--- config.mk ---
export PLATFORM = sky130hd
export DESIGN_NAME = fp_multiplier_param
export DESIGN_NICKNAME = d
export VERILOG_FILES = /design/src/rtl/fp_multiplier_param.sv
export SDC_FILE = /design/constraint.sdc
export NUM_CORES = 2
export LEC_CHECK = 0
export ABC_AREA = 0
export BUFFER_PORTS_ARGS = -buffer_cell sky130_fd_sc_hd__buf_2
export CAP_MARGIN = 10
export CORE_MARGIN = 1
export CORE_UTILIZATION = 25
export CTS_CLUSTER_SIZE = 16
export DETAILED_ROUTE_END_ITERATION = 12
export GPL_TIMING_DRIVEN = 0
export PLACE_DENSITY = 0.45
export SLEW_MARGIN = 10
export SYNTH_ARGS = -nofsm -noshare
export SYNTH_HDL_FRONTEND = slang
export SYNTH_SLANG_ARGS = --single-unit
export TNS_END_PERCENT = 30
--- constraint.sdc ---
create_clock -name clk_i -period 6.21 [get_ports clk_i]
set_input_delay 1.242 -clock clk_i [delete_from_list [all_inputs] [get_ports clk_i]]
set_output_delay 1.242 -clock clk_i [all_outputs]
set_load 0.005 [all_outputs]
--- src/rtl/fp_multiplier_param.sv ---
// Multi-cycle IEEE-style multiplier, FTZ/DAZ, four rounding modes; FP_MUL_STICKY_FLAGS_EN adds a sticky flag accumulator.
// Result valid 4 cycles after accept and held until out_ready_i; in_ready_o only while idle, one op in flight.
module fp_multiplier_param #(
   parameter int EXP_W  = 8,
   parameter int FRAC_W = 23
) (
   input  logic                    clk_i,
   input  logic                    rst_ni,
   input  logic                    in_valid_i,
   output logic                    in_ready_o,
   input  logic [EXP_W+FRAC_W:0]   x_i,
   input  logic [EXP_W+FRAC_W:0]   y_i,
   input  logic [2:0]              rm_i,
   output logic                    out_valid_o,
   input  logic                    out_ready_i,
   output logic [EXP_W+FRAC_W:0]   z_o,
   output logic [4:0]              flags_o
`ifdef FP_MUL_STICKY_FLAGS_EN
   ,
   input  logic                    flags_clr_i,
   output logic [4:0]              flags_acc_o
`endif
);

   localparam int W   = 1 + EXP_W + FRAC_W;
   localparam int PW  = 2 * (FRAC_W + 1);
   localparam int EW2 = EXP_W + 2;

   localparam logic signed [EW2-1:0] BIAS_S    = EW2'((1 << (EXP_W - 1)) - 1);
   localparam logic signed [EW2-1:0] EXP_MAX_S = EW2'((1 << EXP_W) - 1);
   localparam logic signed [EW2-1:0] ZERO_S    = '0;
   localparam logic [W-1:0]          QNAN      = {1'b0, {EXP_W{1'b1}}, 1'b1, {(FRAC_W-1){1'b0}}};

   localparam logic [2:0] S_IDLE  = 3'd0;
   localparam logic [2:0] S_MULT  = 3'd1;
   localparam logic [2:0] S_NORM  = 3'd2;
   localparam logic [2:0] S_ROUND = 3'd3;
   localparam logic [2:0] S_DONE  = 3'd4;

   logic [2:0]             state_q;
   logic [W-1:0]           x_q, y_q;
   logic [2:0]             rm_q;
   logic                   sign_q;
   logic signed [EW2-1:0]  exp_q;
   logic [PW-1:0]          prod_q;
   logic                   any_nan_q, any_snan_q, any_inf_q, any_zero_q;
   logic [FRAC_W-1:0]      frac_q;
   logic                   g_q, r_q, s_q, inexact_q;

   logic [EXP_W-1:0]       ex, ey;
   logic [FRAC_W-1:0]      fx, fy;
   logic                   x_max, y_max, x_nan, y_nan;
   logic signed [EW2-1:0]  exp_sum;
   logic [PW-1:0]          prod_c;
   logic [PW-2:0]          pn;
   logic                   rnd_inc, inf_on_ovf;
   logic [FRAC_W:0]        frac_sum;
   logic [W-1:0]           z_c;
   logic [4:0]             f_c;

   assign in_ready_o = (state_q == S_IDLE);

   assign ex      = x_q[W-2:FRAC_W];
   assign ey      = y_q[W-2:FRAC_W];
   assign fx      = x_q[FRAC_W-1:0];
   assign fy      = y_q[FRAC_W-1:0];
   assign x_max   = &ex;
   assign y_max   = &ey;
   assign x_nan   = x_max && (|fx);
   assign y_nan   = y_max && (|fy);
   assign exp_sum = $signed({2'b00, ex}) + $signed({2'b00, ey}) - BIAS_S;
   assign prod_c  = PW'({1'b1, fx}) * PW'({1'b1, fy});

   // Align so the leading one is dropped and frac/G/R/S sit at fixed positions.
   assign pn = prod_q[PW-1] ? prod_q[PW-2:0] : {prod_q[PW-3:0], 1'b0};

   always_comb begin
      rnd_inc    = g_q & (r_q | s_q | frac_q[0]);
      inf_on_ovf = 1'b1;
      case (rm_q)
         3'b001: begin rnd_inc = 1'b0;                      inf_on_ovf = 1'b0;    end
         3'b010: begin rnd_inc = sign_q & (g_q | r_q | s_q);  inf_on_ovf = sign_q;  end
         3'b011: begin rnd_inc = ~sign_q & (g_q | r_q | s_q); inf_on_ovf = ~sign_q; end
         default: ;
      endcase
   end

   assign frac_sum = {1'b0, frac_q} + {{FRAC_W{1'b0}}, rnd_inc};

   always_comb begin
      z_c = {sign_q, exp_q[EXP_W-1:0], frac_q};
      f_c = {4'b0000, inexact_q};
      if (any_nan_q) begin
         z_c = QNAN;
         f_c = {any_snan_q, 4'b0000};
      end else if (any_inf_q && any_zero_q) begin
         z_c = QNAN;
         f_c = 5'b10000;
      end else if (any_inf_q) begin
         z_c = {sign_q, {EXP_W{1'b1}}, {FRAC_W{1'b0}}};
         f_c = 5'b00000;
      end else if (any_zero_q) begin
         z_c = {sign_q, {(W-1){1'b0}}};
         f_c = 5'b00000;
      end else if (exp_q >= EXP_MAX_S) begin
         z_c = inf_on_ovf ? {sign_q, {EXP_W{1'b1}}, {FRAC_W{1'b0}}}
                          : {sign_q, {(EXP_W-1){1'b1}}, 1'b0, {FRAC_W{1'b1}}};
         f_c = 5'b00101;
      end else if (exp_q <= ZERO_S) begin
         z_c = {sign_q, {(W-1){1'b0}}};
         f_c = 5'b00011;
      end
   end

   always_ff @(posedge clk_i or negedge rst_ni) begin
      if (!rst_ni) begin
         state_q     <= S_IDLE;
         x_q         <= '0;
         y_q         <= '0;
         rm_q        <= '0;
         sign_q      <= 1'b0;
         exp_q       <= '0;
         prod_q      <= '0;
         any_nan_q   <= 1'b0;
         any_snan_q  <= 1'b0;
         any_inf_q   <= 1'b0;
         any_zero_q  <= 1'b0;
         frac_q      <= '0;
         g_q         <= 1'b0;
         r_q         <= 1'b0;
         s_q         <= 1'b0;
         inexact_q   <= 1'b0;
         out_valid_o <= 1'b0;
         z_o         <= '0;
         flags_o     <= '0;
      end else begin
         case (state_q)
            S_IDLE: if (in_valid_i) begin
               x_q     <= x_i;
               y_q     <= y_i;
               rm_q    <= rm_i;
               state_q <= S_MULT;
            end
            S_MULT: begin
               sign_q     <= x_q[W-1] ^ y_q[W-1];
               exp_q      <= exp_sum;
               prod_q     <= prod_c;
               any_nan_q  <= x_nan | y_nan;
               any_snan_q <= (x_nan & ~fx[FRAC_W-1]) | (y_nan & ~fy[FRAC_W-1]);
               any_inf_q  <= x_max | y_max;
               any_zero_q <= (ex == '0) | (ey == '0);
               state_q    <= S_NORM;
            end
            S_NORM: begin
               frac_q  <= pn[PW-2 -: FRAC_W];
               g_q     <= pn[FRAC_W];
               r_q     <= pn[FRAC_W-1];
               s_q     <= |pn[FRAC_W-2:0];
               exp_q   <= exp_q + {{(EW2-1){1'b0}}, prod_q[PW-1]};
               state_q <= S_ROUND;
            end
            S_ROUND: begin
               frac_q    <= frac_sum[FRAC_W-1:0];
               exp_q     <= exp_q + {{(EW2-1){1'b0}}, frac_sum[FRAC_W]};
               inexact_q <= g_q | r_q | s_q;
               state_q   <= S_DONE;
            end
            S_DONE: begin
               // First DONE cycle registers the result; later cycles wait for the consumer.
               if (!out_valid_o) begin
                  out_valid_o <= 1'b1;
                  z_o         <= z_c;
                  flags_o     <= f_c;
               end else if (out_ready_i) begin
                  out_valid_o <= 1'b0;
                  state_q     <= S_IDLE;
               end
            end
            default: state_q <= S_IDLE;
         endcase
      end
   end

`ifdef FP_MUL_STICKY_FLAGS_EN
   always_ff @(posedge clk_i or negedge rst_ni) begin
      if (!rst_ni)
         flags_acc_o <= '0;
      else if (flags_clr_i)
         flags_acc_o <= '0;
      else if (out_valid_o && out_ready_i)
         flags_acc_o <= flags_acc_o | flags_o;
   end
`endif

endmodule

After elaboration in Yosys (flattened, before gate mapping)
Cells that the tools add are included.
{ "word_totals": {"word_cells": 95, "out_inout_bits": 39, "register_bits": 198, "inputBits": 71} }
{ "op_classes": {"n_eq_ne": 10, "muxes": 24, "multipliers": 1, "magnitude_cmp": 2, "n_reduce_logical": 16, "bitwise_logic": 18, "add_sub_neg": 5} }
{ "ops": {"columns": ["cell", "n"], "rows": [
  ["$mux W31", 4],
  ["$mux W32", 2],
  ["$mul A24 B24 Y48", 1],
  ["$mux W47", 1],
  ["$pmux W23 S2", 1],
  ["$reduce_or A23 Y1", 2],
  ["$pmux W10 S3", 1],
  ["$add A23 B1 Y24", 1],
  ["$mux W24", 1],
  ["$reduce_or A22 Y1", 1],
  ["$add A10 B1 Y10", 2],
  ["$mux W3", 6],
  ["$logic_not A8 Y1", 2],
  ["$reduce_and A8 Y1", 2],
  ["$pmux W3 S5", 1],
  ["$eq A3 B2 Y1 const B", 4],
  ["$ge A10 B9 Y1 const B", 1],
  ["$le A10 B1 Y1 const B", 1],
  ["$mux W5", 2],
  ["$sub A9 B7 Y10 const B", 1],
  ["$add A8 B8 Y9", 1],
  ["$or A1 B1 Y1", 8],
  ["$eq A3 B1 Y1 const B", 2],
  ["$ne A2 B2 Y1 const B", 3],
  ["other kinds (13)", 25]
]} }

Depth between registers and ports, before layout
{ "logic_depth": {"ltp_word": 8, "ltp_mapped": 26, "ltp_nobuf": 24} }

Worst setup path before layout
OpenSTA, ideal clock, no wires.
{ "synth_timing": {"path_kind": "register -> register", "start": "register x_q[13]", "end": "register prod_q[36]", "synth_period_minus_slack_ns": 6.507, "path_buffers": 1, "t_required_ns": 6.079, "setup_time_ns": 0.131, "slack_ns": -0.297, "arrival_ns": 6.376, "stages_incl_launch_ff": 26, "path_cell_list": "dfrtp_1 -> clkbuf_1 -> nand2_1 -> fa_1 -> inv_1 -> fa_1 -> inv_1 -> fa_1 -> inv_1 -> fa_1 -> inv_1 -> fa_1 -> inv_1 -> fa_1 -> inv_1 -> fa_1 -> inv_1 -> ha_1 -> o21ai_0 -> nor2_1 -> a31o_1 -> a2111o_1 -> and2_1 -> a21oi_1 -> xor2_1 -> o21ai_1"} }
{ "synth_between": {"elab_chain_len": 1} }
{ "synth_rtl": {"columns": ["element", "line", "rtl"], "rows": [
  ["from (decl)", "41", "logic [W-1:0] x_q, y_q;"],
  ["from (signal assigned)", "139", "x_q <= x_i;"],
  ["$mul A24 B24 Y48", "72", "assign prod_c = PW'({1'b1, fx}) * PW'({1'b1, fy});"],
  ["to (signal assigned)", "147", "prod_q <= prod_c;"],
  ["to (decl)", "45", "logic [PW-1:0] prod_q;"]
]} }
Every way passes these cells.
A chain may end at the register's enable or synchronous reset.

Worst setup path after layout
{ "layout_timing": {"start": "register x_q[11]", "end": "register prod_q[45]"} }
Same word-level chain as after synthesis.

==> reports/metrics.csv <==
stage;metric;value;unit
route;DRT iter0 DRCs;1688;
synthesis;synthesized area;28010;um^2
route;DR WL/cell;22.34;um
place;IO buf count;108;
global_route;GRT met3 Usage;0.03238;
global_route;grt met1 use;0.2677;
clock_network;CTS buffer count;17;
clock_network;Clock transition at path regs;0.08;ns
clock_network;worst-skew pair later-pin latency;0.51;ns
place;Detail Placement HPWL;83570;um
worst_setup_path;reg2reg start;x_q[11];
floorplan;Die ar.;113400;um^2
route;Initial DRT Pass Iterations;5;
synthesis;FFs w/ async S/R, synth;1.000;
route;Vias per Instance;4.696;
synthesis;Synth area leaders;fa_1, dfrtp_1, ha_1;
flow_run;number of max-cap violations;0;
synthesis;syn avg cell area;9.107;um^2
route;drt drc;0;
synthesis;Synth Register Bits;197;
floorplan;Core ar.;110800;um^2
synthesis;count leader, synth;inv_1;
synthesis;cell count after synthesis;3076;
worst_setup_path;crit path DAT;7.28;ns
worst_setup_path;CP max FO;10;
worst_setup_path;Critical Path Sink Type;register;
outcome;violated checks;negative setup slack;
sta;clock skew;0.02290;ns
sta;RSZ-0062 raised after global routing;true;
synthesis;post-synth top area share;0.3452;
floorplan;die height;336.8;um
final_layout;Synth-to-Final Area Change;19.68;%
route;total routed wirelength;107200;um
global_route;first-pass GRT wire length;158100;um
clock_network;total number of H-tree levels;4;
floorplan;Std-Cell Rows;122;
global_route;M2 GR Usage;0.2970;
sta;Max Clk Rate;145.9;MHz
min_path;Hold/Removal Path Class;register to register;
synthesis;post-synth cell types;71;
floorplan;Starting Density;0.2528;
synthesis;Post-synth EDFFs;0;
clock_network;CTS Root Cell;clkbuf_16;
final_layout;Final Non-Filler Cells;4800;
final_layout;final net count;4043;
global_route;largest net degree at the start of global routing;89;
clock_network;Sink Count;197;
final_layout;layout cells sized above 1;0.1795;
clock_network;CTS tree;built;
global_route;Top Usage Layer GRT;met2;
clock_network;CTS Buffer Depth;2;
final_layout;area of the multi-input gates;20930;um^2
synthesis;Syn Nets;3822;
worst_setup_path;WS Path Type;register to register;
route;via count;22539;
worst_setup_path;Setup crit start;x_q[11];
worst_setup_path;Req. time, crit path;6.63;ns
synthesis;top_reg_cell synth;dfrtp_1;
sta;max-slew violations;0;
final_layout;register area;5016;um^2
place;Inst Count DP;4674;
global_route;GRT Total Usage;0.1931;
sta;setup ws final;-0.6419;ns
global_route;Overflow after GRT;0;
sta;final hold violations;0;
synthesis;yosys warns;0;
floorplan;Ports;110;
sta;fin crit share;1.103;
sta;min Tclk post-route;6.852;ns
sta;slew at the pin closest to its max-slew limit;1.031;ns
place;Placer Congestion;0.9436;
synthesis;Synth top cells by count;inv_1, fa_1, nand2_1;
route;post-route ant nets;0;
clock_network;CTS Hold Buffers Added;0;
global_route;initial antenna violation count;19;
outcome;outcome;finished with violations;
sta;Worst slew margin;0.3096;
min_path;hold_sp;flags_o[0];
synthesis;Yosys top cell by area;fa_1;
global_route;number of global-route vias before repair;23312;
synthesis;sequential share of the synthesized area;0.1760;
worst_setup_path;CP startpoint kind;register;
final_layout;# fillers;11995;
floorplan;Die Width;336.8;um
sta;endpoints failing setup;31;
critical path, stage by stage, from the launching register on:
cell,delay [ns]
dfrtp_2,0.50
clkbuf_8,0.26
nand2_1,0.08
fa_1,0.48
inv_1,0.06
fa_1,0.57
inv_2,0.05
fa_1,0.53
inv_1,0.05
fa_1,0.52
inv_2,0.05
fa_1,0.53
inv_1,0.05
fa_1,0.51
inv_2,0.05
fa_2,0.59
inv_2,0.06
ha_4,0.30
nand4_1,0.12
nor2_1,0.11
nand3_1,0.09
o211ai_1,0.18
a221o_2,0.34
a31oi_4,0.16
or4_1,0.44
nand3_1,0.10
sequential cells by signal, summed over array words and instances (netlist names), 3 cells and up:
register  flops
z_o          32
prod_q       48
state_q       3
frac_q       23
rm_q          3
flags_o       4
x_q          32
exp_q        10
y_q          32
path summary, 6_finish.rpt:
kind	cells past startpoint	slack, ns	endpoint
worst max-delay path	25	-0.64	prod_q[45]
min in group asynchronous	1	0.59	z_o[9]
max in group asynchronous	3	4.34	x_q[13]
worst min register to register	2	0.48	flags_o[0]
worst max register to register	25	-0.64	prod_q[45]
worst min-delay path	2	0.48	flags_o[0]
final cells by class:
| type | instances | share of cell area |
|---|---|---|
| repair buffers | 207 | 0.04430 |
| plain buffers | 159 | 0.04124 |
| multi-input cells | 2120 | 0.6242 |
| clock inverters | 13 | 0.004068 |
| inverters | 595 | 0.06744 |
| clock buffers | 19 | 0.01351 |
| diodes | 2 | 0.0001493 |
| well taps | 1488 | 0.05553 |
| flip-flops and latches | 197 | 0.1496 |
layer usage:
metal | share of wire | up-vias
met5 | 0.0010 | -
met4 | 0.043 | 18
met3 | 0.060 | 149
met2 | 0.44 | 641
met1 | 0.45 | 11761
li1 | - | 9970
logic make-up after synthesis:
| family | share of synthesized area |
|---|---|
| compound gates | 0.08285 |
| other cells | 0.0001339 |
| fa+ha+maj | 0.4309 |
| xor+xnor | 0.01438 |
| buf+inv | 0.1028 |
| flops | 0.1760 |
| mux | 0.03184 |
| simple gates | 0.1611 |
layout by cell type, fill, tap and decap left out, drive strengths merged, types with 4 or more instances in the layout:
master      n
o211ai      4
mux2i      34
nand3      33
o31ai       8
and3       17
clkinv      4
a21oi      99
a21o       30
xnor2      29
clkbuf    133
mux2       49
a211oi     12
o21ai     129
xor2       17
nor2      118
nor2b       4
clkinvlp    8
fa        483
nand2b      4
ha        192
buf       252
nand2     421
o21bai     12
a221oi     26
dfrtp     197
nand4      26
a31oi      12
and2      260
or4         4
o21a        8
inv       595
nor3       21
nor4       20
a21boi      4
per-stage QoR:
| step | setup slack [ns] | hold WS (ns) | util | area (um^2) | TNS (ns) |
|---|---|---|---|---|---|
| after detailed placement | -1.903 | 0.4590 | 0.2758 | 30570 | -47.28 |
| after CTS | -0.6831 | 0.4768 | 0.2971 | 32930 | -14.53 |
| after global routing | -0.7898 | 0.5032 | 0.3025 | 33520 | -18.73 |
| final | -0.6419 | 0.4750 | 0.3025 | 33530 | -14.35 |
| after floorplan | -0.009585 | 0.4370 | - | 28100 | -0.01910 |
| after global placement | -1.891 | 0.4473 | 0.2752 | 30500 | -49.51 |
timing repair:
action                                  CTS  global route
cloned                                    0             2
pin swaps                                61            49
endpoints found under the setup margin   35            35
resized for setup                       353           123
setup buffers                            72            24
Power is left out: the tool's default activity adds up to more than one toggle a clock period on the data nets, which glitch-free logic cannot reach.
